===== config.mk =====
export PLATFORM = sky130hd
export DESIGN_NAME = ddr_arbiter
export DESIGN_NICKNAME = d
export VERILOG_FILES = /design/src/rtl/ddr_arb_pkg.sv /design/src/rtl/ddr_rr_pick.sv /design/src/rtl/ddr_arbiter.sv
export SDC_FILE = /design/constraint.sdc
export NUM_CORES = 1
export LEC_CHECK = 0
export CAP_MARGIN = 25
export CORE_AREA = 2 2 580 582
export CTS_BUF_LIST = sky130_fd_sc_hd__clkbuf_16
export DETAILED_ROUTE_END_ITERATION = 8
export DIE_AREA = 0 0 582 584
export PLACE_DENSITY = 0.3
export SKIP_CTS_REPAIR_TIMING = 1
export SLEW_MARGIN = 30
export SYNTH_ARGS = -nofsm -noshare
export SYNTH_HDL_FRONTEND = slang
export SYNTH_SLANG_ARGS = --single-unit

===== constraint.sdc =====
create_clock -name clock -period 1.88 [get_ports clock]
set_input_delay 0.376 -clock clock [delete_from_list [all_inputs] [get_ports clock]]
set_output_delay 0.376 -clock clock [all_outputs]
set_load 0.005 [all_outputs]

===== src/rtl/ddr_arb_pkg.sv =====
// Shared types and constants for the DDR arbiter: FSM state encoding,
// default widths and the source identifiers used by the round-robin picker.
package ddr_arb_pkg;

    localparam int unsigned IDX_W_DEFAULT  = 19;
    localparam int unsigned LINE_W_DEFAULT = 512;

    typedef enum logic [1:0] {
        StIdle,
        StIssue,
        StWait,
        StResp
    } arb_state_e;

    localparam logic SRC_LSU = 1'b0;
    localparam logic SRC_IC  = 1'b1;

endpackage


===== src/rtl/ddr_rr_pick.sv =====
// Two-way round-robin picker between the LSU and icache requesters.
// The last-grant pointer starts on the icache so the LSU wins the first tie.
module ddr_rr_pick
    import ddr_arb_pkg::*;
(
    input  logic clock,
    input  logic reset_n,
    input  logic req_ls_i,
    input  logic req_ic_i,
    input  logic take_i,
    output logic valid_o,
    output logic src_o
);

    logic last_q, last_d;

    always_comb begin
        valid_o = req_ls_i | req_ic_i;
        src_o   = SRC_LSU;
        if (req_ls_i && req_ic_i) begin
            src_o = (last_q == SRC_IC) ? SRC_LSU : SRC_IC;
        end else if (req_ic_i) begin
            src_o = SRC_IC;
        end
        last_d = last_q;
        if (take_i && valid_o) begin
            last_d = src_o;
        end
    end

    always_ff @(posedge clock or negedge reset_n) begin
        if (!reset_n) begin
            last_q <= SRC_IC;
        end else begin
            last_q <= last_d;
        end
    end

endmodule


===== src/rtl/ddr_arbiter.sv =====
// Arbitrates a single DDR port between icache line fetches and LSU accesses,
// with redirect cancellation of icache fetches.
module ddr_arbiter
    import ddr_arb_pkg::*;
#(
    parameter int unsigned IDX_W  = IDX_W_DEFAULT,
    parameter int unsigned LINE_W = LINE_W_DEFAULT
) (
    input  logic              clock,
    input  logic              reset_n,
    input  logic              ic_read_req,
    input  logic [IDX_W-1:0]  ic_read_index,
    input  logic              redirect_valid,
    output logic              ic_read_done,
    output logic [LINE_W-1:0] ic_read_data,
    input  logic              ls_req,
    input  logic              ls_write,
    input  logic [IDX_W-1:0]  ls_index,
    input  logic [63:0]       ls_wmask,
    input  logic [63:0]       ls_wdata,
    output logic              ls_done,
    output logic [63:0]       ls_rdata,
    output logic              ddr_chip_enable,
    output logic [IDX_W-1:0]  ddr_index,
    output logic              ddr_write_enable,
    output logic              ddr_burst_mode,
    output logic [63:0]       ddr_opstore_write_mask,
    output logic [63:0]       ddr_opstore_write_data,
    input  logic [63:0]       ddr_opload_read_data,
    input  logic [LINE_W-1:0] ddr_pc_read_inst,
    input  logic              ddr_operation_done,
    input  logic              ddr_ready
);

    arb_state_e        state_q, state_d;
    logic              gnt_src_q, gnt_src_d;
    logic              cancel_q, cancel_d;
    logic [IDX_W-1:0]  idx_q, idx_d;
    logic              we_q, we_d;
    logic              burst_q, burst_d;
    logic [63:0]       mask_q, mask_d;
    logic [63:0]       wdata_q, wdata_d;
    logic [LINE_W-1:0] ic_data_q, ic_data_d;
    logic [63:0]       ls_rdata_q, ls_rdata_d;

    logic ic_eligible;
    logic pick_valid;
    logic pick_src;
    logic grant;

    // A redirect in the same cycle as the request hides the icache from the picker.
    assign ic_eligible = ic_read_req & ~redirect_valid;
    assign grant       = (state_q == StIdle) & pick_valid & ddr_ready;

    ddr_rr_pick u_rr_pick (
        .clock    (clock),
        .reset_n  (reset_n),
        .req_ls_i (ls_req),
        .req_ic_i (ic_eligible),
        .take_i   (grant),
        .valid_o  (pick_valid),
        .src_o    (pick_src)
    );

    always_comb begin
        state_d    = state_q;
        gnt_src_d  = gnt_src_q;
        cancel_d   = cancel_q;
        idx_d      = idx_q;
        we_d       = we_q;
        burst_d    = burst_q;
        mask_d     = mask_q;
        wdata_d    = wdata_q;
        ic_data_d  = ic_data_q;
        ls_rdata_d = ls_rdata_q;

        case (state_q)
            StIdle: begin
                if (grant) begin
                    state_d   = StIssue;
                    gnt_src_d = pick_src;
                    cancel_d  = 1'b0;
                    if (pick_src == SRC_IC) begin
                        idx_d   = ic_read_index;
                        we_d    = 1'b0;
                        burst_d = 1'b1;
                        mask_d  = '0;
                        wdata_d = '0;
                    end else begin
                        idx_d   = ls_index;
                        we_d    = ls_write;
                        burst_d = 1'b0;
                        mask_d  = ls_wmask;
                        wdata_d = ls_wdata;
                    end
                end
            end
            StIssue: begin
                state_d = StWait;
                if (gnt_src_q == SRC_IC && redirect_valid) begin
                    cancel_d = 1'b1;
                end
            end
            StWait: begin
                if (gnt_src_q == SRC_IC && redirect_valid) begin
                    cancel_d = 1'b1;
                end
                if (ddr_operation_done) begin
                    state_d = StResp;
                    if (gnt_src_q == SRC_IC) begin
                        if (!cancel_d) begin
                            ic_data_d = ddr_pc_read_inst;
                        end
                    end else if (!we_q) begin
                        ls_rdata_d = ddr_opload_read_data;
                    end
                end
            end
            StResp: begin
                state_d  = StIdle;
                cancel_d = 1'b0;
            end
            default: state_d = StIdle;
        endcase
    end

    always_ff @(posedge clock or negedge reset_n) begin
        if (!reset_n) begin
            state_q    <= StIdle;
            gnt_src_q  <= SRC_LSU;
            cancel_q   <= 1'b0;
            idx_q      <= '0;
            we_q       <= 1'b0;
            burst_q    <= 1'b0;
            mask_q     <= '0;
            wdata_q    <= '0;
            ic_data_q  <= '0;
            ls_rdata_q <= '0;
        end else begin
            state_q    <= state_d;
            gnt_src_q  <= gnt_src_d;
            cancel_q   <= cancel_d;
            idx_q      <= idx_d;
            we_q       <= we_d;
            burst_q    <= burst_d;
            mask_q     <= mask_d;
            wdata_q    <= wdata_d;
            ic_data_q  <= ic_data_d;
            ls_rdata_q <= ls_rdata_d;
        end
    end

    assign ddr_chip_enable        = (state_q == StIssue);
    assign ic_read_done           = (state_q == StResp) && (gnt_src_q == SRC_IC) && !cancel_q;
    assign ls_done                = (state_q == StResp) && (gnt_src_q == SRC_LSU);
    assign ic_read_data           = ic_data_q;
    assign ls_rdata               = ls_rdata_q;
    assign ddr_index              = idx_q;
    assign ddr_write_enable       = we_q;
    assign ddr_burst_mode         = burst_q;
    assign ddr_opstore_write_mask = mask_q;
    assign ddr_opstore_write_data = wdata_q;

endmodule


==> results of run 1 <==
## worst max-delay path, delay by kind of cell (launching register included)
kind	cells	cell delay [ps]
mux	1	300
fa+ha+maj	1	150
simple gates	2	360
buf+inv	6	910
flops	1	390
## Yosys cell counts
| cell type | number | area (um2) |
|---|---|---|
| inv_1 | 3 | 11.3 |
| a32o_1 | 2 | 20.0 |
| buf_12 | 45 | 901 |
| and2b_1 | 1 | 7.51 |
| dfstp_2 | 1 | 26.3 |
| nor3_4 | 1 | 16.3 |
| a311oi_1 | 1 | 8.76 |
| mux2i_1 | 19 | 190 |
| clkbuf_1 | 26 | 97.6 |
| dfrtp_1 | 728 | 18200 |
| nand2_2 | 1 | 6.26 |
| o21ai_1 | 74 | 370 |
| mux2_1 | 20 | 225 |
| nand2_1 | 279 | 1050 |
| a21oi_1 | 3 | 15.0 |
| buf_8 | 7 | 105 |
| and2_1 | 1 | 6.26 |
| buf_2 | 14 | 70.1 |
| and3_1 | 1 | 6.26 |
| o21ai_0 | 75 | 375 |
| mux2_2 | 157 | 1770 |
| o22a_1 | 1 | 8.76 |
| nor2b_2 | 1 | 8.76 |
| nor4b_4 | 1 | 23.8 |
| nor2b_1 | 1 | 6.26 |
| ha_1 | 4 | 50.1 |
| buf_6 | 2 | 22.5 |
| o211ai_4 | 1 | 21.3 |
| buf_4 | 18 | 135 |
| mux2_4 | 400 | 6010 |
## layer usage
| metal | up-vias | routed length, um | global-route usage (%) |
|---|---|---|---|
| met1 | 11600 | 84000 | 13.6 |
| met4 | 48 | 4430 | 2.07 |
| met5 | - | 323 | 0 |
| li1 | 10100 | - | - |
| met2 | 1156 | 112000 | 22.0 |
| met3 | 312 | 30600 | 7.79 |
## cells in the final DEF (no fill, tap or decap), types with 12 or more instances in the layout
cell	netlist	final
clkdlybuf4s50_1	0	748
dfrtp_1	728	685
mux2_4	400	535
dlymetal6s2s_1	0	322
nand2_1	279	278
buf_4	18	241
clkbuf_2	0	178
clkbuf_16	0	157
buf_6	2	104
o21ai_0	75	75
o21ai_1	74	74
buf_12	45	46
dfrtp_2	0	43
mux2_2	157	38
buf_8	7	32
clkinv_1	0	30
buf_2	14	26
inv_1	3	21
buf_16	0	20
mux2i_1	19	19
diode_2	0	13
clkinv_2	0	12
## final cells by class
| cell class | count | area [um2] | share of cell area (%) |
|---|---|---|---|
| Multi-Input combinational cell | 1044 | 10800 | 18.9 |
| Sequential cell | 729 | 18300 | 32.2 |
| Timing Repair Buffer | 1778 | 18700 | 33.0 |
| Clock inverter | 84 | 659 | 1.16 |
| Inverter | 3 | 13.8 | 0.0242 |
| Tap cell | 4387 | 5490 | 9.67 |
| Clock buffer | 112 | 2800 | 4.94 |
| Antenna cell | 13 | 32.5 | 0.0573 |
## power breakdown
group	leakage (nW)	switching, W	total [W]	internal, W
clock network	1.76	0.00862	0.0206	0.0119
registers	9.21	0.00572	0.0292	0.0235
logic	17.5	0.0175	0.0395	0.0220
total	28.5	0.0319	0.0893	0.0574
## worst paths after layout
path                                                     endpoint  slack (ps)  cells past startpoint
max                                  ic_read_data[60]$_DFFE_PN0P_        -430                     10
min                        ddr_opstore_write_data[12]$_DFFE_PN0P_          50                      3
max reg2reg                          ic_read_data[60]$_DFFE_PN0P_        -430                     10
min reg2reg                ddr_opstore_write_data[57]$_DFFE_PN0P_         480                      2
max in group asynchronous           ic_read_data[179]$_DFFE_PN0P_         860                      4
min in group asynchronous           ic_read_data[511]$_DFFE_PN0P_         100                      2
## metrics by stage
stage | worst slack (ps) | total power, W
floorplan | -6.92 | 0.0392
finish | -427 | 0.0893
detailed placement | -731 | 0.0700
CTS | -943 | 0.0920
global route | -545 | 0.0952
global placement | -777 | 0.0703
## state kept, by name, indices dropped and copies added (netlist names)
register and count:
u_rr_pick.last_q 1, ddr_write_enable 1, ic_read_data 512, ddr_opstore_write_data 64, ddr_opstore_write_mask 64, gnt_src_q 1, ls_rdata 64, cancel_q 1
state_q 2, ddr_index 19
## cells by family after synthesis
kind of cell             count (synthesis)  share of synthesized area (%)
flip-flops                             729                           61.3
multiplexers                           596                           27.5
AND/OR/NAND/NOR                        287                           3.79
AO/OA/AOI/OAI                          157                           2.75
buffers and inverters                  115                           4.51
adder cells (fa/ha/maj)                  4                          0.168
==> key figures, run 1 <==
Floorplan
  • # rows: 212
  • DIE HEIGHT: 584 um
  • Die area: 340000 um2
  • I/O Pins: 1478
  • Core ar.: 333000 um2
  • Die Wd: 582 um
  • Initial core utilization: 8.94%

Cells and area
  • Share of layout cells above drive strength 1: 39.4%
  • Final instance area: 56800 um2
  • FILL cells: 36.7k
  • Finished Core Util: 17.1%
  • Synthesis-to-layout area growth: 90.7%
  • Final net count: 4420
  • Final Instance Count excl. Fillers: 8150

Placement
  • Cell Area, Placed: 50200 um2
  • PortBufs: 1477
  • Post-DP HPWL: 192000 um
  • Placed insts: 7786
  • Gpl congestion: 0.799

Yosys
  • Yosys reg bits: 729
  • Post-synth cell types: 30
  • Synthesized area per cell: 15.8 um2
  • Area of the mapped netlist: 29800 um2
  • Share of the yosys chip area belonging to registers: 61.3%
  • Synth Net Count: 2642
  • Synth warnings: 0
  • Synthesized instance count: 1888

Detailed routing
  • DRC viols: 0
  • Post-route ant nets: 0
  • Drt pass-1 iters: 5
  • DRT iter0 DRCs: 717
  • Via density: 2.85
  • Vias: 23.2k
  • Drt wl/cell: 28.4 um
  • Routed WL: 232000 um

CTS
  • CTS H-tree lvls: 3
  • CTS Root Cell: clkbuf_16
  • Num Clock Sinks: 729
  • CTS buffer count: 110
  • Max Root-Sink Buffers: 4
  • CTS tree: built
  • Clk_lat worst skew: 860 ps
  • CTS clk-pin slew, worst paths: 60 ps

Timing
  • Final hold slack: 46.1 ps
  • Tmin final: 2310 ps
  • Slew headroom: 67.2%
  • Slew @ Worst Pin: 492 ps
  • Final setup margin: -427 ps
  • Final Cycle Share: 123%
  • RSZ-0062 raised after global routing: yes
  • Final Max Slew Viols: 0
  • Clock Skews: 77.8 ps
  • # setup viols final: 579
  • Fin. Hold Viols: 0
  • Fmax achieved: 434 MHz
  • Setup_tns: -193720 ps

Worst setup path
  • Critical path launch point type: flop
  • Most used cell, CP: clkbuf_16
  • Max Fanout on Critical Path: 6
  • Critical path endpoint category: flop
  • Critical path class: flop to flop
  • Largest stage delay, worst path: 390 ps
  • Worst setup path start: state_q[0]$_DFFE_PN0P_
  • WP data arrival: 3010 ps
  • Reg-to-Reg Start: state_q[0]$_DFFE_PN0P_
  • Worst path slowest cell: dfrtp_1
  • Worst path cell trace: inv_2 -> ha_4 -> nand2_4 -> nor4b_4 -> clkbuf_16 -> buf_12 -> buf_4 -> buf_8 -> clkbuf_16 -> mux2_4
  • Critical Path RT: 2590 ps

GRT
  • GR Overflow Total: 0
  • Gr usage total: 12.8%
  • Largest net degree at the start of global routing: 66
  • Initial antenna violation count: 102
  • First-pass GRT wire length: 284000 um
  • Vias in the first global route: 24.6k

Power and ir drop
  • Leak pwr: 28.5 nW
  • Power per Cell Area: 1570 nW/um2
  • Peak supply drop: 0.000723 V

Min path
  • Critical hold path startpoint: ls_wdata[12]
  • Hold Crit Class: input port to flop

Run
  • Max cap viols: 0

Outcome
  • Failing checks: setup timing
  • Run status: finished with violations
Power figures use the tool's default switching activity.
==> run 2, diff against run 1 <==
--- a/config.mk
+++ b/config.mk
@@ -11,7 +11,6 @@
 export DETAILED_ROUTE_END_ITERATION = 8
 export DIE_AREA = 0 0 582 584
 export PLACE_DENSITY = 0.3
-export SKIP_CTS_REPAIR_TIMING = 1
 export SLEW_MARGIN = 30
 export SYNTH_ARGS = -nofsm -noshare
 export SYNTH_HDL_FRONTEND = slang
==> run 2 against run 1 <==
The run still ends with setup timing left. Die area unchanged. Clock power about the same. Sequential share of layout area up 0.060 points. Cell area down 0.21%. Clock skew up 2.2 ps. First-iteration DRC count down 2.1%. Combinational power about the same. Register-to-register slack about the same. Largest cell class unchanged.
==> key figures, run 2 (synthesized netlist as in run 1, its figures left out) <==
Outcome
  • Run status: finished with violations
  • Failing checks: setup timing

Timing
  • Final setup margin: -421 ps
  • Slew headroom: 66.3%
  • Fin. Hold Viols: 0
  • Fmax achieved: 435 MHz
  • Final Max Slew Viols: 0
  • Tmin final: 2300 ps
  • Slew @ Worst Pin: 506 ps
  • Final Cycle Share: 122%
  • RSZ-0062 raised after global routing: yes
  • # setup viols final: 585
  • Clock Skews: 80.0 ps

Cells and area
  • Most frequent cells in the layout: clkdlybuf4s50_1 (748), dfrtp_1 (689), mux2_4 (474)
  • Final instance area: 56700 um2
  • Share of layout cells above drive strength 1: 37.9%
  • Most common library cell in the layout ignoring fill and taps: clkdlybuf4s50_1
  • Synthesis-to-layout area growth: 90.3%
  • Final net count: 4445
  • FILL cells: 36.7k
  • Max reg flops: 512

Power and ir drop
  • Total power: 0.0889 W
  • Power per Cell Area: 1570 nW/um2
  • Leak pwr: 28.3 nW
  • Peak supply drop: 0.000704 V

Detailed routing
  • Post-route ant nets: 0
  • Drt wl/cell: 27.9 um
  • Routed WL: 229000 um
  • Drt pass-1 iters: 4
  • DRT iter0 DRCs: 702
  • Via density: 2.83
  • DRC viols: 0
  • Vias: 23.2k

Worst setup path
  • Critical path launch point type: flop
  • Max Fanout on Critical Path: 18
  • WP data arrival: 3000 ps
  • Critical Path RT: 2580 ps
  • Critical path class: flop to flop
  • Critical path endpoint category: flop

Placement
  • Post-DP HPWL: 192000 um
  • Worst slack, placed: -731 ps
  • PortBufs: 1477
  • Cell Area, Placed: 50200 um2
  • Gpl congestion: 0.799

Floorplan
  • DIE HEIGHT: 584 um
  • Core ar.: 333000 um2
  • I/O Pins: 1478
  • Die area: 340000 um2
  • # rows: 212
  • Initial core utilization: 8.94%
  • Die Wd: 582 um

Min path
  • Hold Crit Class: input port to asynchronous set/reset pin

GRT
  • GR Overflow Total: 0
  • Initial antenna violation count: 114
  • Gr usage total: 12.9%
  • Vias in the first global route: 25.1k
  • Largest net degree at the start of global routing: 66
  • First-pass GRT wire length: 284000 um

Run
  • Max cap viols: 0

CTS
  • CTS clk-pin slew, worst paths: 60 ps
  • CTS Root Cell: clkbuf_16
  • Clk_lat worst skew: 860 ps
  • CTS H-tree lvls: 3
  • Max Root-Sink Buffers: 4
  • CTS tree: built
  • CTS buffer count: 110
  • Num Clock Sinks: 729
-- run 2: cell count changes in the layout (fill, tap and decap cells not counted), sizes merged --
cell,before,now
buf,469,500
dlygate4sd3,6,68
clkbuf,345,261
diode,13,36
clkdlybuf4s15,0,16
-- run 2: layout make-up --
| type | instances | area [um2] | share of cell area (%) |
|---|---|---|---|
| Clock buffer | 112 | 2800 | 4.95 |
| Tap cell | 4387 | 5490 | 9.69 |
| Clock inverter | 84 | 659 | 1.16 |
| Multi-Input combinational cell | 1044 | 10500 | 18.6 |
| Sequential cell | 729 | 18300 | 32.3 |
| Inverter | 3 | 13.8 | 0.0243 |
| Timing Repair Buffer | 1803 | 18800 | 33.2 |
| Antenna cell | 36 | 90.1 | 0.159 |
-- run 2: worst max-delay path, cell delays in order (launching register included) --
cell,delay (ps)
dfrtp_1,380
buf_6,110
ha_4,140
nand2_4,60
nor4b_4,320
buf_12,180
buf_12,140
buf_16,210
buf_16,210
mux2_4,310
-- run 2: path summary, 6_finish.rpt --
check                           slack [ps]  cells after the start                                     end                           from
min in group clock                     110                      3  ddr_opstore_write_mask[22]$_DFFE_PN0P_                   ls_wmask[22]
worst min-delay path                   110                      2           ic_read_data[511]$_DFFE_PN0P_                        reset_n
worst max-delay path                  -420                      9           ic_read_data[154]$_DFFE_PN0P_         state_q[1]$_DFFE_PN0P_
worst min register to register         480                      1           ic_read_data[439]$_DFFE_PN0P_  ic_read_data[439]$_DFFE_PN0P_
worst max register to register        -420                      9           ic_read_data[154]$_DFFE_PN0P_         state_q[1]$_DFFE_PN0P_
max in group asynchronous              850                      4           ic_read_data[214]$_DFFE_PN0P_                        reset_n
-- run 2: layer usage --
layer / up-vias / part of all wire [%] / global-route usage [%]
li1: 10200 / - / -
met1: 11500 / 35 / 13.3
met2: 1169 / 47 / 21.4
met3: 312 / 14 / 8.29
met4: 58 / 3.2 / 3.71
met5: - / 0.17 / 0
-- run 2: timing repair --
| item | in CTS | in global routing |
|---|---|---|
| endpoints found under the hold margin | 545 | 0 |
| endpoints found under the setup margin | 1257 | 1136 |
| cloned | 3 | 23 |
| buffers inserted | 33 | 60 |
| hold buffers | 68 | 0 |
| pin swaps | 2 | 5 |
| resized for setup | 934 | 794 |
-- run 2: stage by stage --
| stage | util (%) | TNS [ps] | instances | hold WS, ps |
|---|---|---|---|---|
| 2_1_floorplan | - | -2770 | 1888 | 80.4 |
| 3_3_place_gp | 15.1 | -406920 | 7786 | 271 |
| 3_5_place_dp | 15.1 | -385170 | 7786 | 272 |
| 4_1_cts | 16.5 | -388480 | 8086 | 0.141 |
| 5_1_grt | 17.0 | -262780 | 8171 | 45.2 |
| 6_report | 17.0 | -189940 | 8198 | 106 |
-- run 2: report_power, final --
part	leakage, nW	switching, W	internal, W	total [W]
registers	9.22	0.00572	0.0235	0.0292
logic	17.3	0.0174	0.0218	0.0392
clock network	1.76	0.00859	0.0120	0.0205
total	28.3	0.0317	0.0572	0.0889
